--- src/rtl/mc_divider_pkg.sv ---
// Shared definitions for the multi-cycle divider.
//   div_state_t        : FSM state encoding (IDLE=0, CALC=1, DONE=2), also
//                        exported on the debug state port of mc_divider.
//   DIV_WIDTH_DEFAULT  : default operand/result width.
package mc_divider_pkg;

    localparam int DIV_WIDTH_DEFAULT = 32;

    typedef enum logic [1:0] {
        ST_IDLE = 2'd0,
        ST_CALC = 2'd1,
        ST_DONE = 2'd2
    } div_state_t;

endpackage

--- src/rtl/mc_divider_div_step.sv ---
// One radix-2 restoring division iteration (the div_step datapath).
// Purely combinational.
//   rem_i  in  N  partial remainder (always < b_i)
//   q_i    in  N  dividend bits still to shift in (MSB first) / quotient so far
//   b_i    in  N  divisor magnitude
//   rem_o  out N  next partial remainder
//   q_o    out N  next dividend/quotient register, new quotient bit in [0]
module mc_divider_div_step #(
    parameter int N = 32
) (
    input  logic [N-1:0] rem_i,
    input  logic [N-1:0] q_i,
    input  logic [N-1:0] b_i,
    output logic [N-1:0] rem_o,
    output logic [N-1:0] q_o
);

    // The shifted remainder needs N+1 bits: rem < b <= 2^N-1, so 2*rem+1
    // can exceed N bits. The compare is done at full width; the difference
    // is always < b and therefore fits back into N bits.
    logic [N:0] shifted;
    logic       ge;

    always_comb begin
        shifted = {rem_i, q_i[N-1]};
        ge      = (shifted >= {1'b0, b_i});
        rem_o   = ge ? (shifted[N-1:0] - b_i) : shifted[N-1:0];
        q_o     = {q_i[N-2:0], ge};
    end

endmodule

--- src/rtl/mc_divider.sv ---
// Multi-cycle iterative integer divider for the EX stage.
// Radix-2 restoring: one quotient bit per cycle, N+1 stall cycles per divide
// (the accepting cycle plus N iterations) followed by one DONE cycle.
// Ports:
//   clk          in   1  clock, all state on posedge
//   reset        in   1  asynchronous active-high reset
//   clear        in   1  synchronous flush, aborts any operation, zeroes result
//   hold_in      in   1  downstream stall, keeps DONE and result frozen
//   start        in   1  divide instruction present in EX
//   is_signed    in   1  1: two's-complement operands
//   want_rem     in   1  1: return remainder, 0: quotient
//   dividend     in   N  operand a
//   divisor      in   N  operand b
//   stall        out  1  start & ~done, to the upstream pipeline hold inputs
//   busy         out  1  state != IDLE
//   done         out  1  state == DONE
//   result       out  N  quotient/remainder, valid while done=1
//   dbg_state_o  out  2  current FSM state
//
// Handshake: the EX stage raises start and keeps it (and the operands) steady
// while stall=1. Operands are captured only on the IDLE->CALC edge. stall
// drops in the cycle where done=1, so the pipeline advances on that edge; if
// hold_in=1 the divider stays in DONE (ignoring start) until hold_in drops.
module mc_divider
    import mc_divider_pkg::*;
#(
    parameter int N = DIV_WIDTH_DEFAULT
) (
    input  logic         clk,
    input  logic         reset,
    input  logic         clear,
    input  logic         hold_in,
    input  logic         start,
    input  logic         is_signed,
    input  logic         want_rem,
    input  logic [N-1:0] dividend,
    input  logic [N-1:0] divisor,
    output logic         stall,
    output logic         busy,
    output logic         done,
    output logic [N-1:0] result,
    output div_state_t   dbg_state_o
);

    localparam int            CW            = $clog2(N);
    localparam logic [CW-1:0] CNT_INIT      = CW'(N - 1);
    localparam logic [N-1:0]  DIV0_QUOTIENT = '1;

    div_state_t    state_q,    state_d;
    logic [CW-1:0] cnt_q,      cnt_d;
    logic [N-1:0]  rem_q,      rem_d;
    logic [N-1:0]  q_q,        q_d;
    logic [N-1:0]  b_q,        b_d;
    logic          want_rem_q, want_rem_d;
    logic          qsign_q,    qsign_d;
    logic          rsign_q,    rsign_d;
    logic          div0_q,     div0_d;
    logic [N-1:0]  result_q,   result_d;

    logic [N-1:0]  a_mag;
    logic [N-1:0]  b_mag;
    logic [N-1:0]  step_rem;
    logic [N-1:0]  step_q;
    logic [N-1:0]  quot_fixed;
    logic [N-1:0]  rem_fixed;

    mc_divider_div_step #(
        .N (N)
    ) u_step (
        .rem_i (rem_q),
        .q_i   (q_q),
        .b_i   (b_q),
        .rem_o (step_rem),
        .q_o   (step_q)
    );

    // Magnitudes wrap modulo 2^N: |-2^(N-1)| = 2^(N-1) still fits unsigned,
    // which is what makes the signed-overflow case come out right.
    assign a_mag = (is_signed && dividend[N-1]) ? -dividend : dividend;
    assign b_mag = (is_signed && divisor[N-1])  ? -divisor  : divisor;

    // qsign/rsign are only ever set for signed operations. Divide by zero
    // forces the all-ones quotient; the remainder path already returns the
    // original dividend bits (|a| with the sign of a restored).
    assign quot_fixed = div0_q  ? DIV0_QUOTIENT
                      : qsign_q ? -step_q : step_q;
    assign rem_fixed  = rsign_q ? -step_rem : step_rem;

    always_ff @(posedge clk or posedge reset) begin
        if (reset) begin
            state_q    <= ST_IDLE;
            cnt_q      <= '0;
            rem_q      <= '0;
            q_q        <= '0;
            b_q        <= '0;
            want_rem_q <= 1'b0;
            qsign_q    <= 1'b0;
            rsign_q    <= 1'b0;
            div0_q     <= 1'b0;
            result_q   <= '0;
        end else begin
            state_q    <= state_d;
            cnt_q      <= cnt_d;
            rem_q      <= rem_d;
            q_q        <= q_d;
            b_q        <= b_d;
            want_rem_q <= want_rem_d;
            qsign_q    <= qsign_d;
            rsign_q    <= rsign_d;
            div0_q     <= div0_d;
            result_q   <= result_d;
        end
    end

    always_comb begin
        state_d    = state_q;
        cnt_d      = cnt_q;
        rem_d      = rem_q;
        q_d        = q_q;
        b_d        = b_q;
        want_rem_d = want_rem_q;
        qsign_d    = qsign_q;
        rsign_d    = rsign_q;
        div0_d     = div0_q;
        result_d   = result_q;

        case (state_q)
            ST_IDLE: begin
                if (start) begin
                    want_rem_d = want_rem;
                    qsign_d    = is_signed & (dividend[N-1] ^ divisor[N-1]);
                    rsign_d    = is_signed & dividend[N-1];
                    div0_d     = (divisor == '0);
                    q_d        = a_mag;
                    b_d        = b_mag;
                    rem_d      = '0;
                    cnt_d      = CNT_INIT;
                    state_d    = ST_CALC;
                end
            end
            ST_CALC: begin
                rem_d = step_rem;
                q_d   = step_q;
                if (cnt_q == '0) begin
                    // Final iteration: sign fix uses this cycle's step output.
                    result_d = want_rem_q ? rem_fixed : quot_fixed;
                    state_d  = ST_DONE;
                end else begin
                    cnt_d = cnt_q - 1'b1;
                end
            end
            ST_DONE: begin
                if (!hold_in) begin
                    state_d = ST_IDLE;
                end
            end
            default: begin
                state_d = ST_IDLE;
            end
        endcase

        // Flush wins over everything the FSM decided this cycle and wipes
        // all operation state so an aborted divide leaves nothing behind.
        if (clear) begin
            state_d    = ST_IDLE;
            cnt_d      = '0;
            rem_d      = '0;
            q_d        = '0;
            b_d        = '0;
            want_rem_d = 1'b0;
            qsign_d    = 1'b0;
            rsign_d    = 1'b0;
            div0_d     = 1'b0;
            result_d   = '0;
        end
    end

    assign busy        = (state_q != ST_IDLE);
    assign done        = (state_q == ST_DONE);
    assign stall       = start & ~done;
    assign result      = result_q;
    assign dbg_state_o = state_q;

endmodule
--- config.mk ---
export PLATFORM = sky130hd
export DESIGN_NAME = mc_divider
export DESIGN_NICKNAME = d
export VERILOG_FILES = /design/src/rtl/mc_divider_pkg.sv /design/src/rtl/mc_divider_div_step.sv /design/src/rtl/mc_divider.sv
export SDC_FILE = /design/constraint.sdc
export NUM_CORES = 1
export LEC_CHECK = 0
export BUFFER_PORTS_ARGS = -buffer_cell sky130_fd_sc_hd__buf_2
export CORE_MARGIN = 2
export CORE_UTILIZATION = 55
export CTS_BUF_LIST = sky130_fd_sc_hd__clkbuf_16
export CTS_CLUSTER_DIAMETER = 100
export CTS_CLUSTER_SIZE = 40
export DETAILED_ROUTE_END_ITERATION = 7
export HOLD_SLACK_MARGIN = 0.05
export PLACE_DENSITY = 0.83
export SYNTH_ARGS = -nofsm -noshare
export SYNTH_HDL_FRONTEND = slang
export SYNTH_SLANG_ARGS = --single-unit
--- constraint.sdc ---
create_clock -name clk -period 9.1 [get_ports clk]
set_clock_uncertainty 0.1 [all_clocks]
set_input_delay 1.82 -clock clk [delete_from_list [all_inputs] [get_ports clk]]
set_output_delay 1.82 -clock clk [all_outputs]
set_load 0.1 [all_outputs]
# Word level (Yosys, flattened, before mapping)
# Cells that the tools add are included.
dict set report word_totals {
  input_bits 71
  register_bits 139
  wordCells 84
  out_inout_bits 37
}
dict set report op_classes {
  reduce_logical 16
  n_mux 40
  eq_ne 6
  add_sub_neg 6
  n_bitwise 5
  magnitude_cmp 1
}
# cell count
set op_table {}
lappend op_table {{$mux 32} 17}
lappend op_table {{$neg 32->32} 4}
lappend op_table {{$pmux 32 s2} 2}
lappend op_table {{$ge 33x32->1} 1}
lappend op_table {{$logic_not 32->1} 1}
lappend op_table {{$sub 32x32->32} 1}
lappend op_table {{$mux 5} 3}
lappend op_table {{$mux 1} 12}
lappend op_table {{$ne 3x3->1 const B} 4}
lappend op_table {{$pmux 5 s2} 1}
lappend op_table {{$reduce_bool 2->1} 5}
lappend op_table {{$mux 2} 4}
lappend op_table {{$pmux 2 s3} 1}
lappend op_table {{$reduce_and 2->1} 3}
lappend op_table {{$reduce_and 3->1} 2}
lappend op_table {{$logic_not 5->1} 1}
lappend op_table {{$sub 5x1->5 const B} 1}
lappend op_table {{$and 1x1->1} 3}
lappend op_table {{$reduce_bool 3->1} 1}
lappend op_table {{$eq 2x1->1 const B} 1}
lappend op_table {{$eq 2x2->1 const B} 1}
lappend op_table {{$logic_and 1x1->1} 2}
lappend op_table {{$logic_not 2->1} 1}
lappend op_table {{$not 1->1} 1}
lappend op_table {{$xor 1x1->1} 1}

# Depth between registers and ports, before layout
dict set report depth {
  ltp_word 8
  ltp_mapped 22
}

# Cells and area by module
# From an unflattened synthesis, not the netlist that was laid out.
dict set report hier_totals {
  hier_cells 1266
  hier_area_um2 11106.9
}
# mod seq_area_each_um2 instances area_each_um2 cells_each
set by_module_without_submodules {}
lappend by_module_without_submodules {mc_divider 3478.3 1 8535.7 911}
lappend by_module_without_submodules {mc_divider_div_step 0.0 1 2571.2 355}

# Worst setup path after synthesis
# Ideal clock, no wire load.
dict set report synth_timing {
  kind {register -> output}
  from {register state_q[1] (netlist: dbg_state_o[1])}
  to {output stall}
  arrival_ns 3.465
  path_stages_with_launch 3
  required_ns 7.180
  slack_ns 3.715
  path_cell_list {dfrtp_1 -> nor2b_1 -> nor2b_1}
}
dict set report synth_via {
  elab_chain_len 3
}
# item line_no
set synth_rtl {}
lappend synth_rtl {{from (decl)} mc_divider.sv:49} ;# div_state_t state_q, state_d;
lappend synth_rtl {{from (signal assigned)} mc_divider.sv:102} ;# state_q <= state_d;
lappend synth_rtl {{$eq 2x2->1} mc_divider.sv:179} ;# assign done = (state_q == ST_DONE);
lappend synth_rtl {{via done} mc_divider.sv:40} ;# output logic done,
lappend synth_rtl {{$not 1->1} mc_divider.sv:180} ;# assign stall = start & ~done;
lappend synth_rtl {{$and 1x1->1} mc_divider.sv:180}
lappend synth_rtl {{to (decl)} mc_divider.sv:38} ;# output logic stall,
# The timed path passes the listed nets, and every way through them passes these cells.

# Final worst setup path
dict set report layout_timing {
  from {register rem_q[5]}
  to {register result_q[28] (netlist: result[28])}
}
dict set report layout_via {
  elab_chain_len 8
  elab_cells_between_ends 12
}
# item line_no
set layout_rtl {}
lappend layout_rtl {{from (decl)} mc_divider.sv:51} ;# logic [N-1:0] rem_q, rem_d;
lappend layout_rtl {{from (signal assigned)} mc_divider.sv:104} ;# rem_q <= rem_d;
lappend layout_rtl {{$sub 32x32->32 / $ge 33x32->1 (equally long branches)} {mc_divider_div_step.sv:27, mc_divider_div_step.sv:26}}
lappend layout_rtl {{$mux 32 / $neg 32->32 (equally long branches)} {mc_divider_div_step.sv:27, mc_divider.sv:86}}
lappend layout_rtl {{$neg 32->32 / $mux 32 (equally long branches)} {mc_divider.sv:87, mc_divider.sv:86}}
lappend layout_rtl {{$mux 32, on equally long branches} {mc_divider.sv:87, mc_divider.sv:85}}
lappend layout_rtl {{$mux 32 *} mc_divider.sv:146} ;# result_d = want_rem_q ? rem_fixed : quot_fixed;
lappend layout_rtl {{$mux 32 *} mc_divider.sv:144} ;# if (cnt_q == '0) begin
lappend layout_rtl {{$mux 32 *} mc_divider.sv:127} ;# case (state_q)
lappend layout_rtl {{$mux 32 *} mc_divider.sv:164} ;# if (clear) begin
lappend layout_rtl {{to (signal assigned)} mc_divider.sv:111} ;# result_q <= result_d;
lappend layout_rtl {{to (decl)} mc_divider.sv:58} ;# logic [N-1:0] result_q, result_d;
# Mark *: on every way between the ends. The rest lies on a longest branch, timed or not. The select of a mux whose other input is x is not followed.
# A chain may end at the register's enable or synchronous reset.

==> run_results.csv <==
group,metric,value,unit
placed_design,place_ws,4.02,ns
setup_path,cp-start-kind,"register",
setup_path,crit_required,9.34,ns
run,maxCapViolCount,0,
synth,synthTopCellsByArea,"dfrtp_1 30%, o21ai_0 7.7%, nand2_1 5.3%, xor2_1 4.5%, ha_1 4.1%",
sta,period_share,0.578,
layout,drive_gt1_frac,0.137,
placed_design,io_buffers,107,
route,vias,11851,
clock_network,clkSinkCount,139,
min_path,worstHoldStart,"result[2]",
die,die-area,0.0222,mm2
die,core,0.0208,mm2
pwr,switchingPower,0.00276,W
route,dr.pass1.iters,8,
synth,syn-num-nets,1540,
layout,n_fill_cell,1856,
layout,nets,1597,
synth,netlist_instances,1430,
placed_design,place_congestion,0.997,
sta,max_slew_margin,0.0816,
pwr,p_leak,5.64,nW
pwr,p_int,0.00231,W
global_route,grt_pass1_wl,57800,um
clock_network,h-tree-depth,4,
die,pin_count,108,
pwr,pwr-share-clk,0.140,
synth,synth_warnings,0,
synth,synth.largest_area_cell,"dfrtp_1",
pwr,ir_drop,0.263,mV
sta,fmax,190,MHz
setup_path,worst_r2r_startpoint,"rem_q[5]",
route,vias_per_cell,6.68,
pwr,switching_share,0.544,
clock_network,clkLatencyLatePin,0.45,ns
sta,drv_slew,0,
die,rows,53,
synth,synth_edf_count,0,
layout,antenna_cells,0,
setup_path,crit_start,"rem_q[5]",
setup_path,path_max_fanout,12,
placed_design,dp.cells,1743,
route,avgRoutedWirePerCell,20.6,um
route,wl,36600,um
die,die_w,149,um
layout,area_delta_synth_final,10.9,%
clock_network,cts_setup_buffers,0,
die,die_h,149,um
global_route,antenna_found_initial,0,
synth,synth-seq-cells,139,
route,antenna_left,0,
sta,setup_violations,0,
synth,yosysTopAreaCellShare,0.300,
setup_path,crit_arrival,5.50,ns
clock_network,ctsResizeCount,0,
global_route,grt_pass1_vias,10847,
setup_path,reg2regPathDepth,16,
setup_path,endpoint_kind,"register",
layout,utilization,0.617,
clock_network,cts_hold_buf,0,
die,start_util,0.556,
synth,synthArstFlopShare,1.00,
layout,stdcell_count,1775,
setup_path,critical_path_class,"reg2reg",
synth,synth_ff_type,"dfrtp_1",
synth,synth_cell_types,89,
sta,hold_violations,0,
clock_network,clock_path_buffers,2,
pwr,seqPwrFrac,0.161,
sta,fin_crit,5.26,ns
route,drc_errors,0,
layout,stdcell_area,0.0128,mm2
sta,timing.final.ws_setup,3.84,ns
clock_network,clockRootBuffer,"clkbuf_16",
placed_design,placed_area,0.0123,mm2
global_route,grt_usage,0.332,
synth,yosysSeqAreaShare,0.300,
setup_path,setup.worst_path.end,"result[28]",
setup_path,regToRegEndpoint,"result[28]",
clock_network,clk_pin_slew,0.07,ns
pwr,p_per_area,395,mW/mm2
sta,tns,0,ns
sta,tightestPinTransition,1.34,ns
global_route,grt_overflow,0,
clock_network,numCtsBuffers,17,
global_route,grt_max_degree,81,
placed_design,post-dp-hpwl,27900,um
min_path,hold_class,"reg2reg",
setup_path,r2r_slack,3.84,ns
route,first_iter_violations,1216,
synth,synth.avg_cell_area,8.10,um2
clock_network,cts_tree,"built",
pwr,combPwrFrac,0.700,
sta,rsz0062_at_grt,"no",
synth,syn_area,0.0116,mm2
run_status,status,"completed",
cell type report:
cell class / count / area (um2) / share of cell area
tap: 275 / 344 / 0.0268
multi-input combinational: 1159 / 7610 / 0.592
clock buffer: 17 / 425 / 0.0331
timing repair buffer: 119 / 626 / 0.0487
sequential: 139 / 3480 / 0.271
clock inverter: 15 / 173 / 0.0134
inverter: 51 / 196 / 0.0153
cells by family (layout without fill, tap and decap cells):
family,Yosys count,after routing,share of synthesized area
AOI/OAI and AO/OA,495,495,0.288
xor gates and xnor gates,114,114,0.0862
adders and majority gates,39,39,0.0428
buffers and inverters,132,202,0.0449
DFF,139,139,0.300
muxes,32,32,0.0286
and+or+nand+nor,479,479,0.209
metrics by stage:
step,total power (W),hold slack (ns)
after global routing,0.00538,0.394
after floorplan,0.00337,0.350
after detailed placement,0.00424,0.361
final,0.00508,0.371
after global placement,0.00420,0.355
after CTS,0.00497,0.374
cell usage after synthesis, types with 8 or more instances:
cell type,number
o41ai_1,14
a22o_1,19
a221oi_1,15
o21ai_0,179
nand2_1,163
dfrtp_1,139
o31ai_1,28
clkbuf_1,67
nor3_1,34
nor2b_1,12
mux2i_1,23
inv_1,50
nor2_1,82
a211oi_1,8
nand3_1,24
nand2b_1,13
mux2_2,9
nor4_1,21
xor2_1,60
a22oi_1,35
and2_1,19
or4_1,22
a211o_1,8
a31oi_1,10
nand4_1,19
ha_1,38
xnor2_1,54
a21o_1,29
or3_1,21
a21oi_1,68
and3_1,8
or2_2,9
routing by layer:
layer | part of all wire | track usage
met2 | 0.45 | 0.502
met5 | 0 | 0
met3 | 0.094 | 0.0774
met4 | 0.039 | 0.143
met1 | 0.42 | 0.455
power by group through the flow:
stage	combinational (W)	clock (W)	sequential (W)
after floorplan	0.00253	0	0.000840
after global placement	0.00338	0	0.000816
after detailed placement	0.00343	0	0.000818
after CTS	0.00345	0.000715	0.000808
after global routing	0.00382	0.000741	0.000821
final	0.00355	0.000710	0.000816
worst max-delay path, stage by stage (launching register included):
cell and delay (ns):
dfrtp_1 0.47, ha_1 0.44, a21oi_1 0.43, o21ai_0 0.24, o2bb2ai_1 0.27, o311ai_2 0.25
buf_4 0.25, nand2_2 0.20, o21ai_0 0.38, ha_1 0.28, and2_1 0.16, nand3_1 0.08
a211oi_1 0.48, a32oi_1 0.34, nor4b_1 0.40, a21oi_1 0.11, a32o_1 0.26
sequential cells by signal, summed over array words and instances, names as in the netlist:
register,flops
rem_q,32
want_rem_q,1
q_q,32
div0_q,1
result,32
cnt_q,5
dbg_state_o,2
b_q,32
rsign_q,1
qsign_q,1
cell usage in the layout, fill, tap and decap left out, types with 7 or more instances in the layout:
cell,synthesis,final
a211oi_1,8,8
nand2_1,163,162
o41ai_1,14,14
buf_2,5,107
o21ai_0,179,179
a31oi_1,10,10
or4_1,22,22
o211ai_1,7,7
dfrtp_1,139,139
nand3_1,24,24
o31ai_1,28,28
inv_1,50,49
buf_4,3,12
a21oi_1,68,66
or2_2,9,9
xnor2_1,54,54
and2_1,19,19
or3_1,21,21
o31a_1,7,7
nor4_1,21,21
mux2_2,9,9
a22o_1,19,19
nand4_1,19,19
nor2_1,82,81
clkbuf_16,0,17
ha_1,38,38
and3_1,8,8
mux2i_1,23,23
a221oi_1,15,15
xor2_1,60,60
a22oi_1,35,35
a21o_1,29,29
nor2b_1,12,11
nor3_1,34,34
nand2b_1,13,13
a211o_1,8,8
how the worst min path moves through the flow:
stage                 end  slack [ns]  cells past startpoint
3_3_place_gp   result[10]        0.36                      1
2_1_floorplan     b_q[10]        0.35                      2
6_report        result[2]        0.37                      1
5_1_grt         result[2]        0.39                      1
3_5_place_dp   result[13]        0.36                      1
4_1_cts        result[13]        0.37                      1
No activity file was read; power rests on OpenSTA's default activity.
